### config.mk
export PLATFORM = sky130hd
export DESIGN_NAME = icache_flat
export DESIGN_NICKNAME = d
export VERILOG_FILES = /design/src/rtl/icache_if.sv /design/src/rtl/icache.sv /design/src/flat_wrapper.sv
export SDC_FILE = /design/constraint.sdc
export NUM_CORES = 1
export LEC_CHECK = 0
export ABC_CLOCK_PERIOD_IN_PS = 6100
export CORE_ASPECT_RATIO = 1.2
export CORE_MARGIN = 1
export CORE_UTILIZATION = 54
export CTS_CLUSTER_SIZE = 28
export DETAILED_ROUTE_END_ITERATION = 10
export GPL_TIMING_DRIVEN = 0
export PLACE_DENSITY = 0.75
export SLEW_MARGIN = 20
export SYNTH_ARGS = -nofsm -noshare
export SYNTH_HDL_FRONTEND = slang
export SYNTH_SLANG_ARGS = --single-unit
### constraint.sdc
create_clock -name CLK -period 6.1 [get_ports CLK]
set_clock_uncertainty 0.1 [all_clocks]
set_input_delay 1.525 -clock CLK [delete_from_list [all_inputs] [get_ports CLK]]
set_output_delay 1.525 -clock CLK [all_outputs]
set_load 0.01 [all_outputs]
### src/rtl/icache_if.sv
// Fetch-side and memory-controller-side signals of one CPU's instruction cache.
// The slave modport is the cache's view; master is the surrounding datapath/controller.
interface icache_if;
  logic        imemREN;
  logic [31:0] imemaddr;
  logic        ihit;
  logic [31:0] imemload;
  logic        flush;
  logic        iREN;
  logic [31:0] iaddr;
  logic        iwait;
  logic [31:0] iload;
  logic [31:0] misscount;

  modport slave (
    input  imemREN, imemaddr, flush, iwait, iload,
    output ihit, imemload, iREN, iaddr, misscount
  );

  modport master (
    output imemREN, imemaddr, flush, iwait, iload,
    input  ihit, imemload, iREN, iaddr, misscount
  );
endinterface

### src/rtl/icache.sv
// Direct-mapped, read-only, one-word-per-frame instruction cache.
// Hits are served combinationally in IDLE; a miss fetches one word through FETCH.
module icache #(
  parameter int unsigned SETS = 16
) (
  input logic      CLK,
  input logic      nRST,
  icache_if.slave  bus
);
  localparam int unsigned IW = $clog2(SETS);
  localparam int unsigned TW = 30 - IW;

  localparam logic [0:0] IDLE  = 1'b0;
  localparam logic [0:0] FETCH = 1'b1;

  logic [0:0]    state_q, state_d;
  logic [31:0]   reqaddr_q, reqaddr_d;
  logic [31:0]   misscount_q, misscount_d;
  logic [SETS-1:0] valid_q, valid_d;
  logic [TW-1:0] tag_q  [SETS];
  logic [31:0]   data_q [SETS];

  logic [IW-1:0] idx, fill_idx;
  logic [TW-1:0] tag;
  logic          hit, fill;

  assign idx      = bus.imemaddr[IW+1:2];
  assign tag      = bus.imemaddr[31:IW+2];
  assign fill_idx = reqaddr_q[IW+1:2];

  // Hit is gated by IDLE so a frame being filled is never forwarded.
  assign hit  = bus.imemREN && (state_q == IDLE) && valid_q[idx] && (tag_q[idx] == tag);
  assign fill = (state_q == FETCH) && !bus.iwait;

  always_comb begin
    state_d     = state_q;
    reqaddr_d   = reqaddr_q;
    misscount_d = misscount_q;
    valid_d     = valid_q;
    case (state_q)
      IDLE: begin
        if (bus.imemREN && !hit) begin
          reqaddr_d = bus.imemaddr & 32'hFFFF_FFFC;
          state_d   = FETCH;
        end
      end
      FETCH: begin
        if (!bus.iwait) begin
          valid_d[fill_idx] = 1'b1;
          misscount_d       = misscount_q + 32'd1;
          state_d           = IDLE;
        end
      end
      default: state_d = IDLE;
    endcase
    // Flush overrides a coinciding fill; the completed fill still counts.
    if (bus.flush) valid_d = '0;
  end

  always_ff @(posedge CLK or negedge nRST) begin
    if (!nRST) begin
      state_q     <= IDLE;
      reqaddr_q   <= '0;
      misscount_q <= '0;
      valid_q     <= '0;
    end else begin
      state_q     <= state_d;
      reqaddr_q   <= reqaddr_d;
      misscount_q <= misscount_d;
      valid_q     <= valid_d;
    end
  end

  // Tag/data need no reset: valid bits qualify them, and fill is low while in reset.
  always_ff @(posedge CLK) begin
    if (fill) begin
      tag_q[fill_idx]  <= reqaddr_q[31:IW+2];
      data_q[fill_idx] <= bus.iload;
    end
  end

  always_comb begin
    bus.ihit      = hit;
    bus.imemload  = hit ? data_q[idx] : 32'd0;
    bus.iREN      = (state_q == FETCH);
    bus.iaddr     = (state_q == FETCH) ? reqaddr_q : 32'd0;
    bus.misscount = misscount_q;
  end
endmodule

### src/flat_wrapper.sv
// flat-port wrapper written by rule: the top's interface ports become plain ports
module icache_flat 
#(
  parameter int unsigned SETS = 16
)
  (CLK, nRST, bus_imemREN, bus_imemaddr, bus_flush, bus_iwait, bus_iload, bus_ihit, bus_imemload, bus_iREN, bus_iaddr, bus_misscount);
  icache_if bus_i ();
  input logic CLK;
  input logic nRST;
  input wire logic [$bits(bus_i.imemREN)-1:0] bus_imemREN;
  input wire logic [$bits(bus_i.imemaddr)-1:0] bus_imemaddr;
  input wire logic [$bits(bus_i.flush)-1:0] bus_flush;
  input wire logic [$bits(bus_i.iwait)-1:0] bus_iwait;
  input wire logic [$bits(bus_i.iload)-1:0] bus_iload;
  output wire logic [$bits(bus_i.ihit)-1:0] bus_ihit;
  output wire logic [$bits(bus_i.imemload)-1:0] bus_imemload;
  output wire logic [$bits(bus_i.iREN)-1:0] bus_iREN;
  output wire logic [$bits(bus_i.iaddr)-1:0] bus_iaddr;
  output wire logic [$bits(bus_i.misscount)-1:0] bus_misscount;
  assign bus_i.imemREN = bus_imemREN;
  assign bus_i.imemaddr = bus_imemaddr;
  assign bus_i.flush = bus_flush;
  assign bus_i.iwait = bus_iwait;
  assign bus_i.iload = bus_iload;
  assign bus_ihit = bus_i.ihit;
  assign bus_imemload = bus_i.imemload;
  assign bus_iREN = bus_i.iREN;
  assign bus_iaddr = bus_i.iaddr;
  assign bus_misscount = bus_i.misscount;
  icache #(.SETS(SETS)) u_core (.CLK(CLK), .nRST(nRST), .bus(bus_i));
endmodule
Word-level counts from Yosys, hierarchy flattened
Memories as Yosys holds them, arrays and structs flattened.
Index checks and enable logic that the tools add are counted.
{ "classes": {"addsub": 1, "eq_ne": 2, "reduce_logical": 12, "n_mux": 14, "n_lt_le_gt_ge": 3, "bitwise_logic": 3} }
{ "op_table": {"columns": ["operator", "n"], "rows": [
  ["$mux 32", 2],
  ["$mux 16", 3],
  ["$add 32x1->32 const B", 1],
  ["$eq 26x26->1", 1],
  ["$or 16x16->16", 1],
  ["$lt 4x5->1 const B", 2],
  ["$logic_and 1x1->1", 6],
  ["$mux 1", 6],
  ["$reduce_and 2->1", 3],
  ["$bmux 1 s4", 1],
  ["$demux 1 s4", 1],
  ["$ge 4x1->1 const B", 1],
  ["$logic_not 1->1", 2],
  ["$ne 2x2->1 const B", 1],
  ["$not 1->1", 2],
  ["$pmux 1 s2", 1],
  ["$reduce_bool 2->1", 1]
]} }
{ "word_totals": {"ram_bits": 928, "in_bits": 69, "out_inout_bits": 98, "mem_count": 2, "regBits": 79, "wordCells": 41} }
{ "mem_list": {"columns": ["memory", "depth", "width", "read_ports", "rd_clocked_by_memory_dff", "write_ports", "line_no", "text"], "rows": [
  ["u_core.data_q", 16, 32, 1, 0, 1, "icache.sv:21", "logic [31:0] data_q [SETS];"],
  ["u_core.tag_q", 16, 26, 1, 0, 1, "icache.sv:20", "logic [TW-1:0] tag_q [SETS];"]
]} }

Logic depth before layout (Yosys ltp)
{ "logic_depth": {"ltp_word": 8, "depth_mapped": 15, "ltp_nobuf": 8} }

Worst setup path after synthesis
Ideal clock, no wire load.
{ "synth_timing": {"path_kind": "input to register", "from": "input port bus_iwait", "to": "memory u_core.data_q[0][0], enable pin", "arrival_ns": 6.101, "path_buffers": 0, "cell_stages": 3, "setup_ns": 0.548, "slack_ns": -0.649, "t_required_ns": 5.452, "path_cell_list": "nand2b_1 or3_1 nor3_1"} }
{ "synth_via": {"elab_chain_cells": 4} }
{ "synth_rtl": {"columns": ["item", "line_no", "text"], "rows": [
  ["from (decl)", "flat_wrapper.sv:13", "input wire logic [$bits(bus_i.iwait)-1:0] bus_iwait;"],
  ["$logic_not 1->1", "icache.sv:33", "assign fill = (state_q == FETCH) && !bus.iwait;"],
  ["$logic_and 1x1->1", "icache.sv:33", null],
  ["$mux 1", "icache.sv:76", "if (fill) begin"],
  ["$mux 1 (implied by the code)", "icache.sv:78", "data_q[fill_idx] <= bus.iload;"],
  ["to (decl)", "icache.sv:21", null]
]} }
No other way between the ends.

Final worst setup path
{ "layout_timing": {"from": "input port bus_imemaddr[5]", "to": "output port bus_imemload[21]"} }
{ "layout_via": {"elab_chain_cells": 5, "word_cells_on_any_way": 8, "cone_classes": "eq/ne (1); mux (3); reduce/logical (2); memory (2)"} }
{ "layout_rtl": {"columns": ["item", "line_no", "text"], "rows": [
  ["from (decl)", "flat_wrapper.sv:11", "input wire logic [$bits(bus_i.imemaddr)-1:0] bus_imemaddr;"],
  ["parallel branches: the longest is 4 deep, another holds $mem_v2 16x26", null, null],
  ["$mux 32 *", "icache.sv:84", "bus.imemload = hit ? data_q[idx] : 32'd0;"],
  ["to (decl)", "flat_wrapper.sv:16", "output wire logic [$bits(bus_i.imemload)-1:0] bus_imemload;"]
]} }
Mark *: on every way between the ends. The select of a mux whose other input is x is not followed.

==> reports/qor.yml <==
drt_iter0_markers: 2545
die_x_um: 249
antenna_found_initial: 7
route.detailed.drc: 0
grt_pass1_vias: 21000
yosys-top-cells-area: "edfxtp_1, mux4_2, dfrtp_1"
gr-usage-all-layers_pct: 27.3
ys_warn_count: 0
clock-root-buffer: "clkbuf_16"
finalWorstSetupSlack_ns: -0.111
dp_slack_ns: -3.17
postLayoutCellArea_mm2: 0.0480
ioPinCount: 167
ys_seq_area_share_pct: 75.7
synthTopCellsByCount: "edfxtp_1, mux4_2, dfrtp_1"
syn_area_mm2: 0.0394
wl_um: 100000
setup.worst_path.end_class: "primary output"
max_freq_mhz: 161
die_h_um: 298
min_path_type: "flip-flop to flip-flop"
rr_worst_depth: 9
setup_viol: 22
holdWs_ns: 0.375
min-delay-start: "u_core.bus.misscount[31]"
synth.distinct_cells: 59
vias_per_cell: 6.37
fin_nets: 2244
ys.flop_type: "edfxtp_1"
async_flop_share_pct: 7.85
synth_most_common_cell: "edfxtp_1"
io_buffers: 159
vias: 20300
slew_headroom_pct: 31.9
power_per_cell_area_mw_per_mm2: 323
peakVddDrop_uv: 248
crit_type: "input pin to primary output"
worstPathMaxFanout: 10
worst_pin_slew_ns: 1.02
status: "finished, violations left"
drive_gt1_share_pct: 30.7
clkSinkCount: 1007
tritoncts: "yes"
dieArea_mm2: 0.0741
grt_max_degree: 54
htree_num_levels: 3
ctsHoldBuffers: 0
syn_to_final_growth_pct: 21.8
reg2reg_slack_ns: 2.18
cp.required_ns: 4.47
rsz0062_at_grt: "yes"
hold_viol_final: 0
crit_arrival_ns: 4.59
hpwl_um: 63600
avgSynthCellArea_um2: 21.7
gp_congestion: 0.898
yosysTopAreaCell: "edfxtp_1"
post_drt_wl_per_cell_um: 31.3
maxCapViolCount: 0
cts.clk_slew.worst_paths_ns: 0.06
cp-startpoint: "bus_imemaddr[5]"
rows: 108
violations: "setup timing"
start_util_pct: 54.5
reg2reg_from: "u_core.tag_q[0][6]"
regToRegEndpoint: "u_core.reqaddr_q[4]"
clock_latency_ns: 0.66
holdPathEnd: "u_core.bus.misscount[31]"
first_pass_iters: 6
timing.final.crit_share_pct: 102
synth-edff-count: 928
synth_cells: 1815
ys_seq_elements: 1007
synth_top_area_share_pct: 70.7
cts_buffers: 96
cp-start-kind: "input pin"
placedCellCount: 2982
n_fill_cell: 4441
total_power_uw: 15500
hold-path-cell-count: 1
gr-total-overflow: 0
cts_buffer_depth: 3
core-area_mm2: 0.0723
fin_crit_ns: 6.21
instances_no_fill: 3192
p_leak_uw: 0.0161
placed_cell_area_mm2: 0.0439
slew_viol_final: 0
grt_pass1_wl_um: 144000
ant_nets: 0
## layout by cell type, fill, tap and decap left out, types with 38 or more instances in the layout
master	n
clkbuf_16	101
nand2_1	44
dfrtp_1	79
mux2i_1	65
mux4_2	253
buf_4	38
edfxtp_1	928
xnor2_1	50
nor2_1	44
clkdlybuf4s50_1	124
## where the power goes
part           total, uW  switching, uW  internal (uW)  leakage [uW]
registers           8180            259           7920       0.00938
clock network       6030           2550           3480       0.00157
logic               1300            680            617       0.00517
total              15500           3490          12000        0.0161
## metrics by stage
step | util (%) | TNS (ns)
2_1_floorplan | - | 0
3_3_place_gp | 58.4 | -2795.81
3_5_place_dp | 60.7 | -109.49
4_1_cts | 66.2 | -0.0201
5_1_grt | 66.4 | -1.81
6_report | 66.4 | -1.25
## logic make-up after synthesis
family                     after synthesis  share of synthesized area (%)
xor gates and xnor gates                72                           1.60
and+or+nand+nor                        239                           3.11
other                                    1                        0.00951
buffers and inverters                   91                           1.18
muxes                                  355                           17.3
DFF                                   1007                           75.7
AOI/OAI and AO/OA                       49                           1.01
adders and majority gates                1                         0.0317
## cell type report
cell class                      count  area, um2  area share (%)
Buffer                             85        882            1.84
Sequential cell                  1007      29800            62.2
Clock buffer                      124       2630            5.48
Tap cell                          935       1170            2.44
Timing Repair Buffer              261       3380            7.04
Inverter                            5       18.8          0.0391
Multi-Input combinational cell    718       9500            19.8
Clock inverter                     56        582            1.21
Antenna cell                        1       2.50         0.00521
## timing repair
item	in CTS	in global routing
cloned	1	0
setup endpoints to repair	33	33
resized for setup	300	52
pin swaps	8	4
setup buffers	22	7
## per-layer routing
layer | GRT usage (%) | wire (um) | share of wire (%) | vias up
met3 | 4.56 | 7660 | 7.7 | 258
met1 | 34.6 | 36000 | 36 | 10600
met5 | 0 | 64 | 0.064 | -
met2 | 47.6 | 52500 | 52 | 1199
met4 | 10.2 | 3770 | 3.8 | 10
li1 | - | - | - | 8209
## critical path, stage by stage
cell and delay, ns:
buf_2 0.16, buf_4 0.26, buf_6 0.27, buf_6 0.26, clkbuf_4 0.27, buf_4 0.27, nand3b_1 0.21, nand4_1 0.14
nor4_2 0.23, nand4_1 0.18, buf_6 0.20, buf_12 0.16, clkbuf_16 0.17, nor2b_4 0.13, buf_6 0.11
## sequential cells by signal, indices dropped and copies added, names as in the netlist
signal	cells
u_core.bus.iREN	1
u_core.data_q	512
u_core.bus.misscount	32
u_core.valid_q	16
u_core.reqaddr_q	30
u_core.tag_q	416
## worst max path at each step
| stage | to | slack [ns] | cells past startpoint |
|---|---|---|---|
| after floorplan | bus_imemload[10] | 0.05 | 15 |
| final | bus_imemload[21] | -0.11 | 15 |
| after CTS | bus_imemload[13] | -0.009 | 18 |
| after detailed placement | bus_imemload[2] | -3.17 | 13 |
| after global placement | u_core.tag_q[12][8] | -3.34 | 4 |
| after global routing | bus_imemload[11] | -0.15 | 14 |
(Power assumes the default switching activity.)
